## config.mk

```make
export PLATFORM = sky130hd
export DESIGN_NAME = dma_mem_arbiter
export DESIGN_NICKNAME = d
export VERILOG_FILES = /design/src/rtl/dma_mem_arbiter.sv
export SDC_FILE = /design/constraint.sdc
export NUM_CORES = 1
export LEC_CHECK = 0
export CAP_MARGIN = 40
export CORE_UTILIZATION = 37
export DETAILED_ROUTE_END_ITERATION = 8
export PLACE_DENSITY = 0.82
export SYNTH_ARGS = -nofsm -noshare
export SYNTH_HDL_FRONTEND = slang
export SYNTH_SLANG_ARGS = --single-unit
```

## constraint.sdc

```tcl
create_clock -name clk -period 2.01 [get_ports clk]
set_input_delay 0.201 -clock clk [delete_from_list [all_inputs] [get_ports clk]]
set_output_delay 0.201 -clock clk [all_outputs]
set_load 0.03 [all_outputs]
```

## src/rtl/dma_mem_arbiter.sv

```systemverilog
// Three-master arbiter (DMA, CPU data, CPU instruction) onto the shared q_m_* memory bus.
// One transaction in flight; grant and bus fields are registered, acks are steered
// combinationally from q_m_ack while BUSY. DMA has priority but is capped at
// DMA_MAX_BURST consecutive grants while the CPU is waiting.
module dma_mem_arbiter #(
    parameter int unsigned DMA_MAX_BURST = 4
) (
    input  logic        clk,
    input  logic        rst_in_n,
    input  logic [18:0] data_m_addr,
    input  logic [15:0] data_m_data_out,
    input  logic        data_m_access,
    input  logic        data_m_wr_en,
    input  logic [1:0]  data_m_bytesel,
    output logic        data_m_ack,
    output logic [15:0] data_m_data_in,
    input  logic [18:0] instr_m_addr,
    input  logic        instr_m_access,
    output logic        instr_m_ack,
    output logic [15:0] instr_m_data_in,
    input  logic [18:0] dma_m_addr,
    input  logic [15:0] dma_m_data_out,
    input  logic        dma_m_access,
    input  logic        dma_m_wr_en,
    input  logic [1:0]  dma_m_bytesel,
    output logic        dma_m_ack,
    output logic [15:0] dma_m_data_in,
    output logic [18:0] q_m_addr,
    output logic [15:0] q_m_data_out,
    output logic        q_m_access,
    output logic        q_m_wr_en,
    output logic [1:0]  q_m_bytesel,
    input  logic        q_m_ack,
    input  logic [15:0] q_m_data_in
);

    localparam int unsigned AW = 19;
    localparam int unsigned DW = 16;
    localparam int unsigned BW = 2;
    localparam int unsigned CW = 4;

    typedef enum logic [1:0] {S_IDLE, S_BUSY, S_GAP} state_e;
    typedef enum logic [1:0] {G_NONE, G_DATA, G_INSTR, G_DMA} grant_e;

    state_e        state_q, state_d;
    grant_e        grant_q, grant_d;
    logic [CW-1:0] dma_cnt_q, dma_cnt_d;
    logic [AW-1:0] addr_q, addr_d;
    logic [DW-1:0] dout_q, dout_d;
    logic          acc_q, acc_d;
    logic          wr_q, wr_d;
    logic [BW-1:0] bs_q, bs_d;

    logic          cpu_pend;
    logic          dma_win;
    logic          ack_fire;

    assign cpu_pend = data_m_access | instr_m_access;
    // DMA wins unless it has used up its burst allowance while the CPU waits
    assign dma_win  = dma_m_access & ~((dma_cnt_q == CW'(DMA_MAX_BURST)) & cpu_pend);

    // Next-state, grant selection and bus field capture
    always_comb begin
        state_d   = state_q;
        grant_d   = grant_q;
        dma_cnt_d = dma_cnt_q;
        addr_d    = addr_q;
        dout_d    = dout_q;
        acc_d     = acc_q;
        wr_d      = wr_q;
        bs_d      = bs_q;
        case (state_q)
            S_IDLE: begin
                if (dma_m_access | cpu_pend) begin
                    state_d = S_BUSY;
                    acc_d   = 1'b1;
                    if (dma_win) begin
                        grant_d = G_DMA;
                        addr_d  = dma_m_addr;
                        dout_d  = dma_m_data_out;
                        wr_d    = dma_m_wr_en;
                        bs_d    = dma_m_bytesel;
                        if (!cpu_pend) begin
                            dma_cnt_d = '0;
                        end else if (dma_cnt_q != CW'(DMA_MAX_BURST)) begin
                            dma_cnt_d = dma_cnt_q + CW'(1);
                        end
                    end else if (data_m_access) begin
                        grant_d   = G_DATA;
                        addr_d    = data_m_addr;
                        dout_d    = data_m_data_out;
                        wr_d      = data_m_wr_en;
                        bs_d      = data_m_bytesel;
                        dma_cnt_d = '0;
                    end else begin
                        grant_d   = G_INSTR;
                        addr_d    = instr_m_addr;
                        dout_d    = '0;
                        wr_d      = 1'b0;
                        bs_d      = 2'b11;
                        dma_cnt_d = '0;
                    end
                end
            end
            S_BUSY: begin
                if (q_m_ack) begin
                    acc_d   = 1'b0;
                    state_d = S_GAP;
                end
            end
            S_GAP: begin
                state_d = S_IDLE;
                grant_d = G_NONE;
            end
            default: begin
                state_d = S_IDLE;
                grant_d = G_NONE;
                acc_d   = 1'b0;
            end
        endcase
    end

    // State and registered bus outputs
    always_ff @(posedge clk or negedge rst_in_n) begin
        if (!rst_in_n) begin
            state_q   <= S_IDLE;
            grant_q   <= G_NONE;
            dma_cnt_q <= '0;
            addr_q    <= '0;
            dout_q    <= '0;
            acc_q     <= 1'b0;
            wr_q      <= 1'b0;
            bs_q      <= '0;
        end else begin
            state_q   <= state_d;
            grant_q   <= grant_d;
            dma_cnt_q <= dma_cnt_d;
            addr_q    <= addr_d;
            dout_q    <= dout_d;
            acc_q     <= acc_d;
            wr_q      <= wr_d;
            bs_q      <= bs_d;
        end
    end

    assign q_m_addr     = addr_q;
    assign q_m_data_out = dout_q;
    assign q_m_access   = acc_q;
    assign q_m_wr_en    = wr_q;
    assign q_m_bytesel  = bs_q;

    // Completion is only honoured while a transaction is on the bus
    assign ack_fire        = (state_q == S_BUSY) & q_m_ack;
    assign data_m_ack      = ack_fire & (grant_q == G_DATA);
    assign instr_m_ack     = ack_fire & (grant_q == G_INSTR);
    assign dma_m_ack       = ack_fire & (grant_q == G_DMA);
    assign data_m_data_in  = data_m_ack  ? q_m_data_in : '0;
    assign instr_m_data_in = instr_m_ack ? q_m_data_in : '0;
    assign dma_m_data_in   = dma_m_ack   ? q_m_data_in : '0;

endmodule
```

Word level (Yosys, flattened, before mapping)
Cells that the tools add are included.

Equal/unequal tests: 10. Div/mod/pow operators: 0. Reductions and logical operators: 6. Multipliers: 0. Shift-type cells: 0. Multiplexer cells: 24. Magnitude comparators: 0. Bitwise gates (word level): 11. Add/subtract/negate cells: 1.

Operator list (count): 16-bit two-way mux (5); 19-bit two-way mux (2); 2-bit two-way mux (7); 4-bit two-way mux (3); 2-bit case mux with 2 select lines (2); 1-bit bitwise AND (6); 2-bit == test (second input constant) (3); 2-bit AND reduction (3); 3-bit AND reduction (2); 4-bit by 1-bit adder with 4-bit output (second input constant) (1); 2-bit by 1-bit == test with 1-bit output (second input constant) (2); 4-bit by 3-bit == test with 1-bit output (second input constant) (1); 1-bit two-way mux (4); 2-bit inequality test (second input constant) (2); 4-bit by 3-bit inequality test with 1-bit output (second input constant) (1); 3-bit by 2-bit inequality test with 1-bit output (second input constant) (1); 1-bit NOT (3); 1-bit case mux with 3 select lines (1); 2-bit logical NOT (1); 1-bit OR (2).

Register bits: 47. Latch bits: 0. Word-level logic and storage cells: 60. Bits of input ports: 117. Memory bits (writable): 0. Output and inout bits: 90. Bits in read-only memories: 0. Memories: 0.

Longest topological paths before layout
Word-level depth: 7. Mapped depth: 6. Gate-level depth less buffers: 5.

Worst setup path before layout
No wires, ideal clock.

Path type: register -> output. Start: reg state_q[1]. End: out data_m_data_in[10]. Path buffers: 3. Data arrival time: 1.447 ns. Cell stages (with the launch flop): 7. Data required time: 1.809 ns. Slack: 0.362 ns. Cell sequence: dfrtp_1 > buf_6 > and3b_1 > and3b_1 > buf_6 > buf_6 > and2_1.

Longest elaborated chain between the ends: 4.

Ends and longest elaborated chain: start: declaration (RTL line 45) `state_e state_q, state_d;`; start signal: assignment (RTL line 135) `state_q <= state_d;`; 2-bit by 1-bit == test with 1-bit output (RTL line 153) `assign ack_fire = (state_q == S_BUSY) & q_m_ack;`; 1-bit bitwise AND (RTL line 153); 1-bit bitwise AND (RTL line 154) `assign data_m_ack = ack_fire & (grant_q == G_DATA);`; net data_m_ack (RTL line 15) `output logic data_m_ack,`; 16-bit two-way mux (RTL line 157) `assign data_m_data_in = data_m_ack ? q_m_data_in : '0;`; end: declaration (RTL line 16) `output logic [15:0] data_m_data_in,`.

The timed path passes the listed nets, and every way through them passes these cells.

Worst setup path after layout
Start: reg state_q[1]. End: out dma_m_data_in[4].

Longest elaborated chain between the ends: 4.

Ends and longest elaborated chain: 2-bit by 1-bit == test with 1-bit output (RTL line 153); 1-bit bitwise AND (RTL line 153); 1-bit bitwise AND (RTL line 156) `assign dma_m_ack = ack_fire & (grant_q == G_DMA);`; 16-bit two-way mux (RTL line 159) `assign dma_m_data_in = dma_m_ack ? q_m_data_in : '0;`; end: declaration (RTL line 27) `output logic [15:0] dma_m_data_in,`.

Every way passes these cells.

==> summary.md <==
Yosys instantiated no cell more often than sky130_fd_sc_hd__dfrtp_1. Setup repair after global routing left no endpoint under its margin. Number of antenna diodes: 0. The analysis attributes to cell leakage a power of 2.17 nW. The die is 95.6 µm tall. The run gives 0.449 as the met2 track demand over resource in global routing. The commonest cells after synthesis are sky130_fd_sc_hd__dfrtp_1 (47), sky130_fd_sc_hd__and2_1 (41), sky130_fd_sc_hd__o211ai_1 (34).

The slowest cell on the critical path was sky130_fd_sc_hd__dfrtp_1. Across the run, the number of max-cap violations was 0. After synthesis, the netlist uses 44 different library cells. The initial antenna violation count was 0; the detailed-route vias per instance was 5.74. For the remaining max-slew budget at the tightest pin, the log shows 0.607. The mapped netlist covers 3240 µm². Share of flip-flops with an asynchronous set or reset: 1.00. In this run the horizontal extent of the chip is 95.6 µm. Walking the worst path, the cells encountered are and3b_1 > and3_2 > and2_2 > buf_4. The first global-routing pass estimated 17.3 mm of wire.

The final reports fail on hold timing. The count of TritonRoute iterations in the first routing pass came out at 4. The post-route clock period utilization is 0.912.

The worst setup path is of the reg2out kind. Entering global routing, the biggest net connects 48 pins. The final net count is 646. The mean area per synthesized cell works out to 9.62 µm².

TritonCTS built the clock tree. The run gives 0 as the final-report max-slew violation count. The post-route standard cell area excluding fillers is 5310 µm², and the cell area power density is 1080 nW/µm². The tools report the global routing usage summed across all routing layers as 0.247.

The utilization of the core after routing was 0.637; the cell count after synthesis was 337. The met1 demand-to-capacity share in global routing came out at 0.269. For the number of antenna-violating nets in the routed design, the log shows 0. The class of the worst hold path was in2async. Global routing finished with a remaining overflow of 0. For this run, the number of Yosys warnings is 0.

The portion of synthesized cell area occupied by the leading cell type is 0.363, and the area inside the core boundary is 8340 µm². For this block, the via count after detailed routing is 3636. For this run, the leading register cell type out of synthesis is sky130_fd_sc_hd__dfrtp_1.

Of all cell types, the one taking the most synthesized area is sky130_fd_sc_hd__dfrtp_1. The die outline area was 9140 µm². For this run, the top clock speed supported by timing is 546 MHz.

After the first detailed-routing iteration, the DRC count stood at 157. Summing all multi-input logic gate instances after layout gives 1770 µm². The share of post-route cells with drive strength above 1 was 0.186; the number of buffers created by CTS was 5. The initial core utilization was 0.389; the sum of negative setup slack was 0 ps.

The number of levels in the clock H-tree was 2. The tools report the fraction of the yosys area taken by sequential cells as 0.363. 207 I/O pins were placed.

The number of enable-type register cells in the synthesized netlist works out to 0. The worst clock skew is 14.3 ps. The run gives 8.43 mm as the detailed-placement wirelength estimate. The tools report the clock root buffer as sky130_fd_sc_hd__clkbuf_8.

The run gives 0.776 as the final estimated routing congestion in global placement. After clock tree synthesis, the clock-pin slew on the worst setup and hold paths is 90 ps. The final number of hold-violating endpoints is 39. The run gives 11.2 mm as the total routed wirelength.

The global routing's busiest layer is met2. The run gives 0.0758 as the global routing met3 resource utilization. In this run the post-CTS setup repair buffer count came out at 0. The number of port buffers is 206, and the required time at the worst-slack endpoint is 1810 ps.

The maximum single-stage delay on the critical path is 390 ps, and the final-report setup violation count is 0. For the finished layout, the period the worst path requires is 1830 ps. In the post-route analysis, the smallest setup slack over all paths is 177 ps. Relative to the synthesized area, the layout overhead comes to 63.8%. The logs give 456 for the number of nets produced by synthesis and -19.9 ps for the worst hold slack.

For the pin with the worst max-slew slack, the measured transition is 589 ps. For the worst-skew pair, the clock arrives at the later sink with an insertion delay of 300 ps. The standard cell area after detailed placement is 5210 µm². The run gives -11.7 ps as the worst slack at placement. The run gives 47 as the number of sinks on the clock net. The initialized floorplan defines 33 standard-cell rows. In the final routed layout, each cell accounts on average for 17.7 µm.

The worst setup path is captured at a primary output. The tools report the element type at the critical path start as a register. After synthesis, the cell types taking the most area are sky130_fd_sc_hd__dfrtp_1 (36%), sky130_fd_sc_hd__and2_1 (7.9%), sky130_fd_sc_hd__o211ai_1 (7.9%).

The run finished, with violations left. Of all nets on the critical path, the largest fanout is 17. The number of filler instances in the final layout is 703.

Summing all flip-flop and latch instances after layout gives 1180 µm². The clock passes through at most 2 buffers. The maximum vdd drop was 539 µV; the number of synthesized register bits was 47.

For the arrival time of the worst setup path, the log shows 1630 ps. The number of global-route vias before repair was 3566; the residual DRC count was 0.
==> metal layers <==
layer | vias to the layer above | share of wire
li1 | 1685 | -
met1 | 1715 | 0.36
met2 | 209 | 0.51
met3 | 27 | 0.11
met4 | 0 | 0.029
met5 | - | 0
==> flip-flops by register name, summed over array words and instances, names as in the netlist <==
register and flops:
q_m_addr 19, q_m_bytesel 2, state_q 2, q_m_data_out 16, grant_q 2, q_m_access 1
dma_cnt_q 4, q_m_wr_en 1
==> final timing paths <==
check / start / end / slack (ps) / cells past startpoint
setup / recovery: state_q[1]$_DFFE_PN0P_ / dma_m_data_in[4] / 180 / 4
hold / removal: rst_in_n / q_m_addr[0]$_DFFE_PN0P_ / -20 / 2
setup reg to reg: dma_cnt_q[0]$_DFFE_PN0P_ / q_m_data_out[3]$_DFFE_PN0P_ / 300 / 6
hold reg to reg: state_q[0]$_DFFE_PN0P_ / state_q[0]$_DFFE_PN0P_ / 480 / 1
max in group asynchronous: rst_in_n / q_m_data_out[1]$_DFFE_PN0P_ / 1620 / 2
min in group clk: data_m_access / grant_q[1]$_DFFE_PN0P_ / 330 / 2
==> layout by cell type, fill, tap and decap left out, types with 2 or more instances in the layout <==
cell type,instances
sky130_fd_sc_hd__a211oi_1,4
sky130_fd_sc_hd__a21oi_1,22
sky130_fd_sc_hd__a22o_1,2
sky130_fd_sc_hd__a31oi_1,17
sky130_fd_sc_hd__and2_1,41
sky130_fd_sc_hd__and2_2,7
sky130_fd_sc_hd__and3b_1,4
sky130_fd_sc_hd__buf_12,3
sky130_fd_sc_hd__buf_2,2
sky130_fd_sc_hd__buf_4,69
sky130_fd_sc_hd__clkbuf_8,6
sky130_fd_sc_hd__clkdlybuf4s50_1,153
sky130_fd_sc_hd__dfrtp_1,47
sky130_fd_sc_hd__ha_1,2
sky130_fd_sc_hd__inv_1,5
sky130_fd_sc_hd__mux2i_1,20
sky130_fd_sc_hd__nand2b_1,2
sky130_fd_sc_hd__nand3_1,2
sky130_fd_sc_hd__nor2_1,2
sky130_fd_sc_hd__nor3_1,2
sky130_fd_sc_hd__o2111ai_1,19
sky130_fd_sc_hd__o211ai_1,34
sky130_fd_sc_hd__o21ai_0,21
sky130_fd_sc_hd__o2bb2ai_1,2
sky130_fd_sc_hd__o311ai_0,2
sky130_fd_sc_hd__o311ai_1,17
sky130_fd_sc_hd__o31ai_1,2
sky130_fd_sc_hd__or2_1,2
==> repair_timing <==
| action | in CTS | in global routing |
|---|---|---|
| resized for setup | 1 | 0 |
| setup endpoints to repair | 9 | 0 |
| hold buffers | 0 | 0 |
==> worst max-delay path: cells and delay by family, from the launching register on <==
| kind | cells | cell delay, ps |
|---|---|---|
| AND/OR/NAND/NOR | 3 | 800 |
| buffers and inverters | 1 | 150 |
| flip-flops | 1 | 390 |
==> logic make-up (layout without fill, tap and decap cells) <==
family | after synthesis | count (layout) | synth area share
AOI/OAI and AO/OA | 146 | 146 | 0.317
adders and majority gates | 2 | 2 | 0.00772
buffers and inverters | 49 | 240 | 0.0927
DFF | 47 | 47 | 0.363
muxes | 21 | 21 | 0.0653
and+or+nand+nor | 72 | 72 | 0.154
==> final cells by class <==
cell class | instances | share of cell area
timing repair buffer | 227 | 0.399
multi-input combinational | 241 | 0.333
sequential | 47 | 0.222
tap | 105 | 0.0247
clock buffer | 7 | 0.0163
inverter | 5 | 0.00354
clock inverter | 1 | 0.00165
==> power by group <==
part           leakage [nW]  switching, mW  internal, mW
Sequential            0.564          0.266          1.39
Combinational          1.56           2.00          1.48
Clock                0.0484          0.317         0.282
==> metrics by stage <==
stage | hold slack (ps) | power, mW | cells
6_report | -19.9 | 5.73 | 633
4_1_cts | 8.35 | 5.77 | 633
5_1_grt | 41.8 | 6.06 | 633
3_5_place_dp | 333 | 5.16 | 625
2_1_floorplan | -94.6 | 3.66 | 337
3_3_place_gp | 332 | 5.10 | 625
No activity file was read; power rests on OpenSTA's default activity.
